<file path="config.mk">
export PLATFORM = sky130hd
export DESIGN_NAME = pipe_stage_reg
export DESIGN_NICKNAME = d
export VERILOG_FILES = /design/src/rtl/cpu_pipe_pkg.sv /design/src/rtl/pipe_skid_buf.sv /design/src/rtl/pipe_stage_reg.sv
export SDC_FILE = /design/constraint.sdc
export NUM_CORES = 1
export LEC_CHECK = 0
export ABC_AREA = 1
export BUFFER_PORTS_ARGS = -buffer_cell sky130_fd_sc_hd__clkbuf_2
export CORE_MARGIN = 10
export CORE_UTILIZATION = 42
export DETAILED_ROUTE_END_ITERATION = 16
export MAX_ROUTING_LAYER = met4
export PLACE_DENSITY = 0.8
export SYNTH_ARGS = -nofsm -noshare
export SYNTH_HDL_FRONTEND = slang
export SYNTH_SLANG_ARGS = --single-unit
</file>
<file path="constraint.sdc">
create_clock -name clk -period 1.4 [get_ports clk]
set_input_delay 0.28 -clock clk [delete_from_list [all_inputs] [get_ports clk]]
set_output_delay 0.28 -clock clk [all_outputs]
set_load 0.02 [all_outputs]
</file>
<file path="src/rtl/cpu_pipe_pkg.sv">
// Shared definitions for the five-stage CPU pipeline stage registers:
// occupancy state encoding, default bundle widths and the per-boundary
// control/data widths used when pipe_stage_reg is instantiated at
// IF/ID, ID/EX, EX/MEM and MEM/WB.
package cpu_pipe_pkg;

  // Occupancy of a stage register. TWO is only reachable when the skid
  // register is built in (PIPE_STAGE_SKID_EN).
  typedef enum logic [1:0] {
    EMPTY = 2'd0,
    ONE   = 2'd1,
    TWO   = 2'd2
  } pipe_state_e;

  // Default widths of a generic stage register.
  localparam int DEF_CTRL_W = 4;   // MemtoReg, RegWrite, R31toReg, JaltoReg
  localparam int DEF_DATA_W = 69;  // alu 32 + rd 32 + dest reg 5
  localparam int DEF_CNT_W  = 16;  // stall counter

  // IF/ID: instruction-valid hint; pc+4 and the fetched instruction.
  localparam int IFID_CTRL_W  = 1;
  localparam int IFID_DATA_W  = 64;

  // ID/EX: RegDst, AluSrc, AluOp[2:0], MemRead, MemWrite, MemtoReg, RegWrite;
  // rs 32 + rt 32 + imm 32 + pc+4 32 + rd 5 + rt idx 5 + shamt 5.
  localparam int IDEX_CTRL_W  = 9;
  localparam int IDEX_DATA_W  = 143;

  // EX/MEM: MemRead, MemWrite, MemtoReg, RegWrite, R31toReg, JaltoReg;
  // alu result 32 + store data 32 + dest reg 5.
  localparam int EXMEM_CTRL_W = 6;
  localparam int EXMEM_DATA_W = 69;

  // MEM/WB: MemtoReg, RegWrite, R31toReg, JaltoReg;
  // alu result 32 + load data 32 + dest reg 5.
  localparam int MEMWB_CTRL_W = 4;
  localparam int MEMWB_DATA_W = 69;

  // True when the state has a beat sitting in the main (output) register.
  function automatic logic holds_beat(input pipe_state_e s);
    return (s != EMPTY);
  endfunction

endpackage : cpu_pipe_pkg

</file>
<file path="src/rtl/pipe_skid_buf.sv">
// Second storage slot of a pipeline stage register. Holds the one extra
// beat that arrives in the cycle after the downstream stage stops
// accepting, so the upstream ready can be a plain register. Clear wins
// over load; the data word is only meaningful while valid_o is high.
module pipe_skid_buf
  import cpu_pipe_pkg::*;
#(
  parameter int W = DEF_CTRL_W + DEF_DATA_W
) (
  input  logic         clk,
  input  logic         rst,
  input  logic         load_i,
  input  logic         clr_i,
  input  logic [W-1:0] data_i,
  output logic         valid_o,
  output logic [W-1:0] data_o
);

  logic         valid_q;
  logic [W-1:0] data_q;

  // Capture the overflow beat; invalidate when drained or squashed.
  always_ff @(posedge clk) begin
    if (rst) begin
      valid_q <= 1'b0;
      data_q  <= '0;
    end else if (clr_i) begin
      valid_q <= 1'b0;
    end else if (load_i) begin
      valid_q <= 1'b1;
      data_q  <= data_i;
    end
  end

  assign valid_o = valid_q;
  assign data_o  = data_q;

endmodule : pipe_skid_buf

</file>
<file path="src/rtl/pipe_stage_reg.sv">
// Generic flow-controlled pipeline stage register for the five-stage CPU.
// Carries a control bundle (cleared on bubble/flush) and a data bundle
// (held, only reset clears it) from one stage to the next.
//
// Build option: define PIPE_STAGE_SKID_EN to add a skid register and the
// TWO state, which makes in_ready a register output with no combinational
// path from out_ready. Without it in_ready is !out_valid | out_ready.
//
// Handshake: a beat moves across a port in a cycle where valid and ready
// are both high at the rising edge (accept = in_valid & in_ready,
// pop = out_valid & out_ready). Once out_valid is raised the beat and its
// ctrl/data stay stable until popped or flushed; in_ctrl/in_data are only
// looked at while in_valid is high. flush discards everything held plus
// any beat offered in the same cycle, and the presented output beat counts
// as not consumed. rst has priority over everything.
module pipe_stage_reg
  import cpu_pipe_pkg::*;
#(
  parameter int CTRL_W = DEF_CTRL_W,
  parameter int DATA_W = DEF_DATA_W,
  parameter int CNT_W  = DEF_CNT_W
) (
  input  logic              clk,
  input  logic              rst,
  input  logic              flush,
  input  logic              in_valid,
  output logic              in_ready,
  input  logic [CTRL_W-1:0] in_ctrl,
  input  logic [DATA_W-1:0] in_data,
  output logic              out_valid,
  input  logic              out_ready,
  output logic [CTRL_W-1:0] out_ctrl,
  output logic [DATA_W-1:0] out_data,
  output logic [CNT_W-1:0]  stall_cnt,
  output logic [1:0]        dbg_state_o
);

  localparam int BEAT_W = CTRL_W + DATA_W;

  pipe_state_e       state_q, state_d;
  logic              valid_q;
  logic [CTRL_W-1:0] ctrl_q;
  logic [DATA_W-1:0] data_q;
  logic [CNT_W-1:0]  cnt_q;

  logic accept;
  logic pop;
  logic load_main_in;  // main register takes the incoming beat
  logic clr_ctrl;      // stage goes empty: drop control bits (bubble)

`ifdef PIPE_STAGE_SKID_EN
  logic              ready_q;
  logic              skid_load;
  logic              skid_clr;
  logic              load_main_skid;
  logic              skid_valid;
  logic [BEAT_W-1:0] skid_beat;

  // Registered ready: low exactly while both slots are occupied.
  assign in_ready = ready_q & ~rst;
`else
  // Single slot: room now if empty or if the held beat leaves this cycle.
  assign in_ready = ~rst & (~valid_q | out_ready);
`endif

  assign accept = in_valid & in_ready;
  assign pop    = valid_q & out_ready;

  // Next occupancy and which storage moves; flush overrides accept/pop.
  always_comb begin
    state_d      = state_q;
    load_main_in = 1'b0;
    clr_ctrl     = 1'b0;
`ifdef PIPE_STAGE_SKID_EN
    skid_load      = 1'b0;
    skid_clr       = 1'b0;
    load_main_skid = 1'b0;
`endif
    if (flush) begin
      state_d  = EMPTY;
      clr_ctrl = 1'b1;
`ifdef PIPE_STAGE_SKID_EN
      skid_clr = 1'b1;
`endif
    end else begin
      case (state_q)
        EMPTY: begin
          if (accept) begin
            state_d      = ONE;
            load_main_in = 1'b1;
          end
        end
        ONE: begin
          if (accept && pop) begin
            load_main_in = 1'b1;
          end else if (accept) begin
            // Only the skid build can accept while the output is stalled.
`ifdef PIPE_STAGE_SKID_EN
            state_d   = TWO;
            skid_load = 1'b1;
`endif
          end else if (pop) begin
            state_d  = EMPTY;
            clr_ctrl = 1'b1;
          end
        end
`ifdef PIPE_STAGE_SKID_EN
        TWO: begin
          // in_ready is low here, so only a pop can move anything.
          if (pop && skid_valid) begin
            state_d        = ONE;
            load_main_skid = 1'b1;
            skid_clr       = 1'b1;
          end
        end
`endif
        default: begin
          state_d  = EMPTY;
          clr_ctrl = 1'b1;
        end
      endcase
    end
  end

  // Occupancy FSM and main register; all outputs come straight from flops.
  always_ff @(posedge clk) begin
    if (rst) begin
      state_q <= EMPTY;
      valid_q <= 1'b0;
      ctrl_q  <= '0;
      data_q  <= '0;
    end else begin
      state_q <= state_d;
      valid_q <= holds_beat(state_d);
      if (clr_ctrl) begin
        ctrl_q <= '0;
      end else if (load_main_in) begin
        ctrl_q <= in_ctrl;
        data_q <= in_data;
      end
`ifdef PIPE_STAGE_SKID_EN
      else if (load_main_skid) begin
        ctrl_q <= skid_beat[BEAT_W-1:DATA_W];
        data_q <= skid_beat[DATA_W-1:0];
      end
`endif
    end
  end

`ifdef PIPE_STAGE_SKID_EN
  // Ready for the next cycle follows the occupancy being entered.
  always_ff @(posedge clk) begin
    if (rst) begin
      ready_q <= 1'b1;
    end else begin
      ready_q <= (state_d != TWO);
    end
  end

  pipe_skid_buf #(
    .W (BEAT_W)
  ) u_skid (
    .clk     (clk),
    .rst     (rst),
    .load_i  (skid_load),
    .clr_i   (skid_clr),
    .data_i  ({in_ctrl, in_data}),
    .valid_o (skid_valid),
    .data_o  (skid_beat)
  );
`endif

  // Count stalled cycles (beat presented, not taken); saturate, rst-only clear.
  always_ff @(posedge clk) begin
    if (rst) begin
      cnt_q <= '0;
    end else if (valid_q && !out_ready && (cnt_q != {CNT_W{1'b1}})) begin
      cnt_q <= cnt_q + CNT_W'(1);
    end
  end

  assign out_valid   = valid_q;
  assign out_ctrl    = ctrl_q;
  assign out_data    = data_q;
  assign stall_cnt   = cnt_q;
  assign dbg_state_o = state_q;

endmodule : pipe_stage_reg

</file>
# Yosys cells after proc, flatten, opt, wreduce, memory -nomap -nowiden
# Cells that the tools add are included.
[classes]
addsub = 1
eq_ne = 2
bitwise_logic = 7
n_reduce_logical = 8
muxes = 15
[op_table]
columns = ["cell", "n"]
rows = [
  ["16-bit by 1-bit adder with 16-bit output, second input constant", 1],
  ["16-bit != test, second input constant", 1],
  ["2-bit two-way mux", 5],
  ["1-bit two-way mux", 7],
  ["1-bit case mux with 2 select lines", 2],
  ["2-bit case mux with 2 select lines", 1],
  ["1-bit AND", 3],
  ["1-bit logical AND", 3],
  ["1-bit inverter", 3],
  ["2-bit by 1-bit equality test with 1-bit output, second input constant", 1],
  ["2-bit zero test", 1],
  ["2-bit AND reduction", 1],
  ["2-bit nonzero test", 1],
  ["2-bit OR reduction", 1],
  ["1-bit zero test", 1],
  ["1-bit OR", 1],
]
[word_totals]
regBits = 92
inputBits = 78
word_cells = 38

# Depth between registers and ports, before layout
[depth]
word_depth = 10
mapped_depth = 10
mapped_depth_nobuf = 10

# Worst setup path after synthesis
# Ideal clock, no wire load.
[synth_path]
path_type = "register to register"
from = "register cnt_q[1] (netlist: stall_cnt[1])"
to = "register cnt_q[11] (netlist: stall_cnt[11])"
t_arrival_ns = 1.470
setup_slack_ns = -0.206
synth_period_minus_slack_ns = 1.606
n_path_buf = 1
stages_incl_launch_ff = 10
cell_sequence = "dfxtp_1 -> ha_1 -> inv_1 -> nor2_2 -> nand3_2 -> nand2_1 -> nand2_1 -> buf_2 -> nand2_1 -> a21oi_1"
[synth_between]
elab_chain_len = 2
word_cells_on_any_way = 3
classes_between = "add/sub: 1; eq/ne: 1; reduce/logical: 1"
[synth_lines]
columns = ["item", "line_no", "text"]
rows = [
  ["start: declaration", "pipe_stage_reg.sv:44", "logic [CNT_W-1:0] cnt_q;"],
  ["start signal: assignment", "pipe_stage_reg.sv:178", "cnt_q <= cnt_q + CNT_W'(1);"],
  ["parallel branches: the longest is 2 deep, another holds 16-bit by 1-bit adder with 16-bit output", "--", ""],
]
# Several ways; the timed one is not identified.
# A chain may end at the register's enable or synchronous reset.

# Worst setup path in the final report
[layout_path]
from = "register valid_q (netlist: out_valid)"
to = "register cnt_q[1] (netlist: stall_cnt[1])"
[layout_between]
elab_chain_len = 2
[layout_lines]
columns = ["item", "line_no", "text"]
rows = [
  ["start: declaration", "pipe_stage_reg.sv:41", "logic valid_q;"],
  ["start signal: assignment", "pipe_stage_reg.sv:134", "valid_q <= holds_beat(state_d);"],
  ["1-bit logical AND (2 in a row)", "pipe_stage_reg.sv:177", "end else if (valid_q && !out_ready && (cnt_q != {CNT_W{1'b1}})) begin"],
]
# Every way passes these cells.

==> flow_summary.toml <==
[critical_path]
critPathLaunchType = "register"
path_buf_inv = 3
criticalPathCategory = "reg -> reg"
critical-path-slowest-cell = "dfxtp_2"
rr_endpoint = "stall_cnt[1]"
path_cells = "inv_2 -> nor2_4 -> buf_4 -> o21ai_4 -> a21boi_4 -> buf_6 -> nor2_1 -> nor2_1"
cpMostUsedCell = "nor2_1"
slowest_delay_ps = 360
reg2reg_depth = 8
r2r_start = "out_valid"
arrival_ps = 1620
critPathRequiredTime_ps = 1640
crit_path_max_fanout = 8
rrSetupSlack_ps = 20
critPathCaptureType = "register"
path_delay_family = "buffers and inverters"

[cts]
numCtsBuffers = 9
clock-root-buffer = "clkbuf_8"
htree_levels = 3
cts_tree = "yes"
clock-sinks = 92
clk_pin_slew_ps = 100
clk_latency_ps = 350
cts_hold_buf = 0
cts_buffer_depth = 2

[power_and_ir_drop]
ir_worst_vdd_mv = 0.548
p_leak_uw = 0.00248
powerDensity_nw_per_um2 = 930

[routing]
post_drt_wl_per_cell_um = 15.5
drt_iter0_markers = 152
wl_um = 12500
vias_per_cell = 4.89
first_pass_iters = 5
route.detailed.drc = 0
ant_nets = 0
dr_total_vias = 3952

[final_layout]
most-common-layout-cells = "clkbuf_2, nor2_1, dfxtp_1, nand2_1, buf_4"
diodes = 0
area_delta_synth_final_pct = 49.4
final_util = 0.653
num-nets-final = 777
drive_gt1_frac = 0.435
final_common_cell = "clkbuf_2"

[sta]
rsz0062_at_grt = "true"
holdWs_ps = 152
finalCriticalPeriod_ps = 1380
slew_viol_final = 0
finClkSkew_ps = 9.20
fin_ws_ps = 17.0
hold_viol_final = 0
max_freq_ghz = 0.723
period_share = 0.988
setup_viol = 0

[logic_synthesis]
ys_seq_elements = 92
yosys_warnings = 0
synth_cells = 484
syn_area_um2 = 3630
yosysSeqAreaShare = 0.508
synth_fp_nets = 563
synth_top_area_frac = 0.508
avgSynthCellArea_um2 = 7.49
ys_types = 29
yosys.area.top_type = "dfxtp_1"
synth_area_leaders = "dfxtp_1, nor2_1, o21ai_0"

[global_route]
grt_max_degree = 39
grt_overflow = 0
grt_pass1_vias = 3876
grt_usage = 0.176
grt_pass1_wl_um = 18200
antenna_found_initial = 0

[job]
drv_cap = 0

[die]
rows = 33
die_h_um = 113
core_um2 = 8300
ios = 171
die_area_um2 = 12700
die_w_um = 113
start_util = 0.437

[hold_path]
hold_path_end = "out_data[63]"
hold_path_class = "in -> reg"
hold_start = "in_data[63]"
min_path_cells = 3

[placement]
port_buffers = 170
place_congestion = 0.877
dp_slack_ps = -156
detailed_place_hpwl_um = 8890

[status]
status = "completed"
## flip-flops by register name, indices dropped and copies added (netlist names)
| name | flops |
|---|---|
| dbg_state_o | 2 |
| out_valid | 1 |
| out_data | 69 |
| out_ctrl | 4 |
| stall_cnt | 16 |
## power breakdown
part	internal [uW]	switching, uW	leakage (uW)
logic	252	340	0.00163
registers	2690	39.9	0.000754
clock network	723	1000	0.0000928
## through the flow
step	std cells	TNS [ps]	area (um^2)	power, uW
2_1_floorplan	484	0	3660	3080
3_3_place_gp	782	-163	4890	3310
3_5_place_dp	782	-1290	4890	3330
4_1_cts	800	0	5100	5040
5_1_grt	808	-571	5420	5250
6_report	808	0	5420	5040
## worst max path at each step
stage,startpoint,to,slack [ps],depth (start not counted)
after CTS,stall_cnt[0],stall_cnt[8],5,11
after detailed placement,flush,out_ctrl[2],-160,7
after global routing,out_valid,out_data[2],-50,8
after global placement,flush,out_ctrl[1],-40,7
after floorplan,stall_cnt[0],stall_cnt[11],3,9
final,out_valid,stall_cnt[1],20,8
## tightest hold or removal path: stages
cell and delay, ps:
clkbuf_2 70, o21ai_1 50, nor2_1 70
## repair_timing
item,4_1_cts,5_1_grt
pin swaps,1,17
setup endpoints to repair,15,90
buffers inserted,2,3
resized for setup,4,80
cloned,0,5
## final cells by class
cell class              count  area, um^2
fillers                   705        2880
clock inverters             5        42.5
clock buffers              11         141
multi-input cells         352        1740
flip-flops and latches     92        1860
repair buffers            228        1430
well taps                 105         131
inverters                  15        72.6
## synth_stat cells (all sizes together)
cell and number:
dfxtp 92, a21oi 14, nand4 4, nor3b 1, ha 1, inv 14
o21ai 78, conb 1, nor3 1, clkinv 1, nand2 65, a31oi 1
nor2 173, clkbuf 9, nand3 6, buf 16, xnor2 4, xor2 2
a21boi 1
## routing by layer
| layer | wire (um) | global-route usage | share of wire | vias up |
|---|---|---|---|---|
| met3 | 782 | 0.0518 | 0.062 | 38 |
| met4 | 420 | 0.0728 | 0.034 | 0 |
| li1 | - | - | - | 1962 |
| met1 | 4970 | 0.189 | 0.40 | 1804 |
| met5 | 0 | - | 0 | - |
| met2 | 6350 | 0.298 | 0.51 | 148 |
## logic make-up (layout without fill, tap and decap cells)
group                      after synthesis  count (layout)  share of synthesized area
DFF                                     92              92                      0.508
and+or+nand+nor                        250             250                      0.272
other                                    1               1                    0.00103
adders and majority gates                1               1                    0.00345
xor gates and xnor gates                 6               6                     0.0145
buffers and inverters                   40             259                     0.0638
AOI/OAI and AO/OA                       94              94                      0.137
(Power assumes the default switching activity.)
